## config.mk

```make
export PLATFORM = sky130hd
export DESIGN_NAME = instr_fetch_queue
export DESIGN_NICKNAME = d
export VERILOG_FILES = /design/src/rtl/instr_fetch_queue.sv
export SDC_FILE = /design/constraint.sdc
export NUM_CORES = 1
export LEC_CHECK = 0
export CAP_MARGIN = 20
export CELL_PAD_IN_SITES_DETAIL_PLACEMENT = 0
export CELL_PAD_IN_SITES_GLOBAL_PLACEMENT = 1
export CORE_UTILIZATION = 47
export DETAILED_ROUTE_END_ITERATION = 10
export DONT_BUFFER_PORTS = 1
export PLACE_DENSITY_LB_ADDON = 0.1
export RECOVER_POWER = 100
export SYNTH_ARGS = -nofsm -noshare
export SYNTH_HDL_FRONTEND = slang
export SYNTH_SLANG_ARGS = --single-unit
```

## constraint.sdc

```tcl
create_clock -name SysCLK -period 3.5 [get_ports SysCLK]
set_input_delay 0.35 -clock SysCLK [delete_from_list [all_inputs] [get_ports SysCLK]]
set_output_delay 0.35 -clock SysCLK [all_outputs]
set_load 0.01 [all_outputs]
```

## src/rtl/instr_fetch_queue.sv

```systemverilog
// Instruction fetch unit: sequential PC, one-deep in-flight tracking, and a
// small prefetch queue feeding decode through a valid/ready head interface.
module instr_fetch_queue #(
    parameter logic [31:0] RESET_PC = 32'h0000_0000,
    parameter int          DEPTH    = 4
) (
    input  logic        SysCLK,
    input  logic        RST,
    output logic        imem_req,
    output logic [31:0] imem_addr,
    input  logic [31:0] imem_rdata,
    input  logic        redirect_valid,
    input  logic [31:0] redirect_pc,
    input  logic        dec_ready,
    output logic        if_valid,
    output logic [31:0] if_instr,
    output logic [31:0] if_pc,
    output logic [31:0] if_pc_plus4,
    output logic [3:0]  q_count
);

    // Handshake: the head entry is consumed on a rising edge where
    // if_valid=1 and dec_ready=1 (unless a redirect flushes it that cycle);
    // if_* hold stable while if_valid=1 and dec_ready=0.
    localparam int AW = (DEPTH > 1) ? $clog2(DEPTH) : 1;

    logic [31:0]   r_pc;
    logic [31:0]   r_req_pc;
    logic          r_req_live;
    logic [31:0]   r_instr [DEPTH];
    logic [31:0]   r_ipc   [DEPTH];
    logic [AW-1:0] r_head;
    logic [AW-1:0] r_tail;
    logic [3:0]    r_count;

    logic          w_deq;
    logic          w_enq;
    logic          w_req;
    logic [4:0]    w_occupancy;
    logic [31:0]   w_addr;

    // A dequeue this cycle frees a slot in time for a request issued now,
    // which keeps a full queue streaming at one instruction per cycle.
    always_comb begin
        w_addr      = {r_pc[31:2], 2'b00};
        w_deq       = if_valid & dec_ready & ~redirect_valid;
        w_enq       = r_req_live & ~redirect_valid;
        w_occupancy = {1'b0, r_count} + {4'b0000, r_req_live} - {4'b0000, w_deq};
        w_req       = RST & ~redirect_valid & (w_occupancy < 5'(DEPTH));
    end

    always_ff @(posedge SysCLK) begin
        if (!RST) begin
            r_pc       <= RESET_PC;
            r_req_pc   <= 32'h0;
            r_req_live <= 1'b0;
            r_head     <= '0;
            r_tail     <= '0;
            r_count    <= 4'd0;
        end else if (redirect_valid) begin
            r_pc       <= {redirect_pc[31:2], 2'b00};
            r_req_live <= 1'b0;
            r_head     <= '0;
            r_tail     <= '0;
            r_count    <= 4'd0;
        end else begin
            r_req_live <= w_req;
            if (w_req) begin
                r_req_pc <= w_addr;
                r_pc     <= w_addr + 32'd4;
            end
            if (w_enq) begin
                r_tail <= r_tail + AW'(1);
            end
            if (w_deq) begin
                r_head <= r_head + AW'(1);
            end
            case ({w_enq, w_deq})
                2'b10:   r_count <= r_count + 4'd1;
                2'b01:   r_count <= r_count - 4'd1;
                default: r_count <= r_count;
            endcase
        end
    end

    // Storage needs no reset: empty slots are masked at the head outputs.
    always_ff @(posedge SysCLK) begin
        if (RST && w_enq) begin
            r_instr[r_tail] <= imem_rdata;
            r_ipc[r_tail]   <= r_req_pc;
        end
    end

    always_comb begin
        imem_req    = w_req;
        imem_addr   = w_addr;
        if_valid    = (r_count != 4'd0);
        if_instr    = if_valid ? r_instr[r_head] : 32'h0;
        if_pc       = if_valid ? r_ipc[r_head] : 32'h0;
        if_pc_plus4 = if_pc + 32'd4;
        q_count     = r_count;
    end

endmodule

```

==> results of run 1 <==
==> synthesized netlist by cell type, types with 3 or more instances <==
cell / n
edfxtp_1: 248
nand2_1: 122
dfxtp_1: 71
a21oi_1: 64
and2_1: 52
nor2_1: 48
mux4_2: 47
clkbuf_1: 31
inv_1: 31
xnor2_1: 24
o21ai_0: 20
nand3_1: 18
mux4_1: 15
xor2_1: 15
ha_1: 14
nor3_1: 12
and3_1: 11
nand4_1: 9
buf_4: 8
a32oi_1: 7
buf_2: 7
mux2i_1: 7
nor4_1: 7
or3_1: 7
o21a_1: 6
a31oi_1: 5
a22oi_1: 4
buf_1: 4
buf_6: 4
o311a_1: 3
o31ai_1: 3
==> what timing repair did <==
action | CTS | global route
hold endpoints to repair | 140 | 0
gates resized for setup | 26 | 32
setup endpoints to repair | 13 | 11
hold buffers | 36 | 0
buffers inserted | 12 | 11
cloned | 3 | 0
pin swaps | 7 | 13
==> metal layers <==
metal  routed length, um  up-vias
li1                    -     3835
met1               13260     4067
met2               13940      327
met3                2362       44
met4                 540        0
met5                   0        -
==> cell families after synthesis <==
group                    Yosys count
XOR/XNOR                          39
flip-flops                       319
multiplexers                      71
buffers and inverters             87
adder cells (fa/ha/maj)           15
other                              1
AND/OR/NAND/NOR                  305
AO/OA/AOI/OAI                    131
==> state kept, by name, summed over array words and instances (netlist names), named ones only <==
name / cells
r_pc: 30
q_count: 4
r_tail: 2
r_head: 2
r_ipc: 120
r_instr: 128
r_req_live: 1
r_req_pc: 30
==> layout make-up <==
cell class,instances,area [um2],share of cell area
Clock inverter,18,148.9,0.009174
Tap cell,384,480.5,0.02960
Timing Repair Buffer,112,1056,0.06506
Sequential cell,319,8881,0.5472
Timing Repair inverter,1,5.005,0.0003084
Inverter,32,128.9,0.007940
Clock buffer,41,919.6,0.05666
Multi-Input combinational cell,567,4611,0.2841
==> worst max-delay path by stage <==
stage | depth (start not counted) | end
floorplan | 18 | r_pc[26]
global placement | 15 | r_pc[25]
detailed placement | 15 | r_pc[25]
CTS | 13 | if_pc_plus4[30]
global route | 13 | if_pc_plus4[28]
finish | 13 | if_pc_plus4[28]
==> per-stage QoR <==
stage	setup TNS (ns)	setup slack (ns)
after CTS	0	0.01489
after global placement	0	0.1711
after detailed placement	0	0.05296
after global routing	-0.05419	-0.02204
final	0	0.08424
after floorplan	0	0.008003
==> report_power, final <==
group / internal [W] / switching [W] / total, W
sequential: 0.00411 / 0.0000679 / 0.00418
clock: 0.00202 / 0.00139 / 0.00341
combinational: 0.000111 / 0.000145 / 0.000256
total: 0.00624 / 0.00160 / 0.00785
==> metrics.csv, run 1 <==
metric,value,unit
Leak,5.589,nW
most frequent cells in the layout,"edfxtp_1, nand2_1, dfxtp_1, a21oi_1, buf_4",
met1 Use GR,0.2790,
I/O Buffers,0,
Pins Over Slew Limit,156,
Max-cap violations,3,
Netlist cell types,65,
first-pass GRT wire length,46.28,mm
hold endpoint,r_pc[5],
Max rail drop VDD,0.2944,mV
CP Data Required Time,3.15,ns
Mapped Cells,968,
Placer Congestion,0.8183,
Vias,8273,
"Hold Violations, Final",0,
ys async rst share,0,
Synth Area in Compound Gates,0.05911,
clock-pin slew on the worst setup and hold paths,0.06,ns
hold_sp,redirect_pc[5],
Bufs on Longest Clock Path,3,
critical path arrival,3.07,ns
Die X,172.6,um
Post-Synth XOR/XNOR Area,0.02498,
combinational family with the most area after synthesis,multiplexers,
worst-path cell chain,"inv_4, ha_4, and3_4, inv_4, buf_8, buf_12, nand2_1, or4b_4, nor4b_4, buf_6, nand3_4, xnor2_2, buf_4",
Via density,5.613,
Max Clock Freq,0.2928,GHz
Sink Count,319,
slowest cell on the critical path,or4b_4,
P per Cell Area,483.4,nW/um2
simple-gate share of the synthesized area,0.1097,
WL final,30.10,mm
Final nets,1150,
"leading cell type in the layout, fill and taps excluded",edfxtp_1,
CTS tree,yes,
final instance area,16230,um2
worst hold slack,0.02450,ns
Post-DRT Antenna Nets,0,
Max-slew headroom,-0.2456,
antenna violations before repair,0,
Worst Path Max Fanout,5,
top cell type's share of synthesized area,0.5446,
Final Util,0.5670,
# setup viols final,0,
ANT cells,0,
Mapped Area,13670,um2
"EDFF count, synth",248,
met3 Resource Use GR,0.04507,
GRT overflow,0,
leading area contributor after synthesis,edfxtp_1,
status,"complete, but fails checks",
Post-DP HPWL,19.67,mm
CP bufs+invs,6,
layout cells sized above 1,0.2046,
RR Startpoint,q_count[3],
CTS root buffer,clkbuf_16,
# IOs,202,
period utilization,0.9759,
met2 Use GR,0.3165,
Top delay family on crit path,simple AND/OR/NAND/NOR gates,
gr usage total,0.1989,
area post-placement,14370,um2
Worst R2R Setup Slack,0.17,ns
hold path depth,2,
Core Rows,62,
cells taking the most area after synthesis,"edfxtp_1, dfxtp_1, mux4_2",
sequential share of the synthesized area,0.6485,
adder-cell share of the synthesized area,0.01427,
final std cells w/o fill,1474,
RSZ-0062 raised after global routing,yes,
clock skew,0.01341,ns
final period demand of the worst path,3.416,ns
Design Power,0.007846,W
wire per inst,20.42,um
Area Overhead vs Synth,18.69,%
YS warnings,0,
initial core utilization,0.4777,
# placed instances,1353,
multiplexer share of the synthesized area,0.1130,
die area,29780,um2
drt pass-1 iters,5,
worst hold path type,in2reg,
failing checks,"max-capacitance violations, max-slew violations",
vias in the first global route,8151,
register bit total from synthesis,319,
CP Launch Type,flip-flop,
cell seen most often among critical-path stages,inv_4,
# fillers,2274,
R2R Path End,r_pc[21],
slew of the pin with the lowest slew margin,1.868,ns
CORE AREA,28630,um2
Crit. End Element,primary output,
GR peak layer,met2,
Die Height,172.6,um
H-tree Lvls,2,
DRC Markers,0,
Setup crit start,q_count[3],
"Clk Latency, worst-skew pair",0.49,ns
Reg2Reg Depth,17,
Main synth FF type,edfxtp_1,
largest net degree at the start of global routing,63,
CTS buffer count,34,
Syn Area/Cell,14.13,um2
initial DRC count,558,
critical path class,reg2out,
Slowest Stage Delay on Critical Path,0.53,ns
Note: power is estimated with default switching activity, not from simulation.
==> run 2: changes to the inputs <==
--- a/config.mk
+++ b/config.mk
@@ -8,9 +8,10 @@
 export CAP_MARGIN = 20
 export CELL_PAD_IN_SITES_DETAIL_PLACEMENT = 0
 export CELL_PAD_IN_SITES_GLOBAL_PLACEMENT = 1
-export CORE_UTILIZATION = 47
+export CORE_UTILIZATION = 45
 export DETAILED_ROUTE_END_ITERATION = 10
 export DONT_BUFFER_PORTS = 1
+export HOLD_SLACK_MARGIN = 0.06
 export PLACE_DENSITY_LB_ADDON = 0.1
 export RECOVER_POWER = 100
 export SYNTH_ARGS = -nofsm -noshare
==> run 2 against run 1 <==
The flow now finishes without violations. Register-to-register slack better by 0.07 ns. Wire length up 2.4%. Utilization is 1.4 points lower. Critical endpoint is now if_pc_plus4[30]. Highest routed layer unchanged.
==> metrics.csv, run 2 (synthesis gave the netlist of run 1 again) <==
metric,value,unit,change
gr usage total,0.2008,,was 0.1989
Core Rows,63,,was 62
Reg2Reg Depth,15,,was 17
Pins Over Slew Limit,0,,was 156
Worst Path Max Fanout,6,,was 5
ANT cells,0,,unchanged
slew of the pin with the lowest slew margin,0.8833,ns,was 1.868 ns
H-tree Lvls,2,,unchanged
initial core utilization,0.4589,,was 0.4777
hold endpoint,r_pc[25],,was r_pc[5]
Via density,5.499,,was 5.613
Max rail drop VDD,0.3329,mV,was 0.2944 mV
CORE AREA,29800,um2,was 28630 um2
CTS buffer count,35,,was 34
layout cells sized above 1,0.1868,,was 0.2046
worst hold path type,in2reg,,unchanged
Post-DP HPWL,19.88,mm,was 19.67 mm
drt pass-1 iters,5,,unchanged
"Clk Latency, worst-skew pair",0.50,ns,was 0.49 ns
clock skew,0.01636,ns,was 0.01341 ns
P per Cell Area,489.5,nW/um2,was 483.4 nW/um2
# setup viols final,0,,unchanged
RR Startpoint,q_count[2],,was q_count[3]
Leak,5.695,nW,was 5.589 nW
period utilization,0.9670,,was 0.9759
critical path class,reg2out,,unchanged
hold path depth,3,,was 2
Sink Count,319,,unchanged
RSZ-0062 raised after global routing,yes,,unchanged
critical path arrival,3.03,ns,was 3.07 ns
Post-DRT Antenna Nets,0,,unchanged
final period demand of the worst path,3.384,ns,was 3.416 ns
Die X,176.3,um,was 172.6 um
Biggest register,r_instr,,unchanged
R2R Path End,r_pc[26],,was r_pc[21]
final instance area,16470,um2,was 16230 um2
Max-slew headroom,0.4057,,was -0.2456
# IOs,202,,unchanged
"leading cell type in the layout, fill and taps excluded",edfxtp_1,,unchanged
CP Data Required Time,3.15,ns,about the same
first-pass GRT wire length,47.49,mm,was 46.28 mm
# fillers,2472,,was 2274
max reg flops,128,,unchanged
Crit. End Element,primary output,,unchanged
Worst R2R Setup Slack,0.24,ns,was 0.17 ns
largest net degree at the start of global routing,63,,unchanged
vias in the first global route,8352,,was 8151
I/O Buffers,0,,unchanged
Max-cap violations,0,,was 3
Placer Congestion,0.7676,,was 0.8183
GRT overflow,0,,unchanged
Vias,8237,,was 8273
"Hold Violations, Final",0,,unchanged
Die Height,176.3,um,was 172.6 um
CTS tree,yes,,unchanged
wire per inst,20.57,um,was 20.42 um
CTS root buffer,clkbuf_16,,unchanged
Final nets,1166,,was 1150
DRC Markers,0,,unchanged
Bufs on Longest Clock Path,3,,unchanged
clock-pin slew on the worst setup and hold paths,0.06,ns,about the same
initial DRC count,381,,was 558
most frequent cells in the layout,"edfxtp_1, nand2_1, dfxtp_1, a21oi_1, dlygate4sd3_1",,"was edfxtp_1, nand2_1, dfxtp_1, a21oi_1, buf_4"
biggest regs,"r_instr x128, r_ipc x120",,unchanged
die area,31090,um2,was 29780 um2
antenna violations before repair,0,,unchanged
status,"complete, no violations",,"was complete, but fails checks"
WL final,30.81,mm,was 30.10 mm
area post-placement,14410,um2,was 14370 um2
Max Clock Freq,0.2955,GHz,was 0.2928 GHz
Area Overhead vs Synth,20.45,%,was 18.69%
hold_sp,redirect_valid,,was redirect_pc[5]
Design Power,0.008062,W,was 0.007846 W
CP Launch Type,flip-flop,,unchanged
-- run 2: cell count changes in the layout (fill, tap and decap cells not counted), moves of 4 or more --
cell	previous run	this run
dlygate4sd3_1	36	59
and2_1	29	51
and2_0	22	1
xnor2_1	18	24
xnor2_2	6	0
buf_6	6	2
clkbuf_2	4	0
mux4_1	10	14
mux4_2	52	48
-- run 2: worst max-delay path: stages (launching register included) --
cell	delay [ns]
dfxtp_2	0.33
inv_2	0.05
ha_4	0.15
and3_4	0.19
inv_4	0.07
buf_8	0.14
and2_4	0.17
ha_4	0.17
nand2_4	0.05
o22ai_4	0.20
nand3_4	0.16
nor4b_4	0.29
buf_4	0.17
nand3_2	0.08
xnor2_1	0.17
buf_4	0.14
-- run 2: how the worst max path moves through the flow --
stage / startpoint / end / slack (ns) / cells after the start
6_report: q_count[2] / if_pc_plus4[30] / 0.12 / 15
5_1_grt: q_count[2] / if_pc_plus4[30] / -0.03 / 15
4_1_cts: q_count[3] / if_pc_plus4[30] / 0.02 / 13
3_5_place_dp: q_count[2] / r_pc[15] / 0.20 / 17
3_3_place_gp: q_count[2] / if_pc_plus4[30] / 0.24 / 14
2_1_floorplan: q_count[2] / r_pc[26] / 0.008 / 18
-- run 2: cell type report --
class                   instances  area, um2  share of cell area
clock buffers                  43      968.4             0.05880
clock inverters                19      183.9             0.01117
inverters                      32      122.6            0.007445
multi-input cells             567       4558              0.2767
flip-flops and latches        319       8879              0.5390
well taps                     390      488.0             0.02963
repair buffers                128       1271             0.07718
-- run 2: repair_timing --
item	CTS	global route
resized for setup	13	19
hold endpoints to repair	157	0
endpoints found under the setup margin	13	27
buffers inserted	7	4
gates cloned	3	0
hold buffers	59	0
pin swaps	3	5
-- run 2: layer usage --
layer / GRT usage / wire length (um) / up-vias
li1: - / - / 3864
met1: 0.2693 / 13740 / 4078
met2: 0.3345 / 14680 / 255
met3: 0.04156 / 1889 / 40
met4: 0.04855 / 506 / 0
met5: 0 / 0 / -
-- run 2: where the power goes --
part	leakage [nW]	internal, W	switching, W
clock network	0.570	0.00220	0.00141
registers	3.02	0.00411	0.0000670
logic	2.11	0.000129	0.000155
-- run 2: metrics by stage --
stage / utilization / setup TNS, ns / setup slack [ns] / std cells / hold WS (ns)
3_3_place_gp: 0.4836 / 0 / 0.2411 / 1363 / 0.4490
5_1_grt: 0.5528 / -0.03953 / -0.02632 / 1498 / 0.08460
2_1_floorplan: - / 0 / 0.008003 / 973 / 0.4489
4_1_cts: 0.5499 / 0 / 0.02119 / 1494 / 0.06514
6_report: 0.5528 / 0 / 0.1156 / 1498 / 0.08172
3_5_place_dp: 0.4836 / 0 / 0.1956 / 1363 / 0.4490
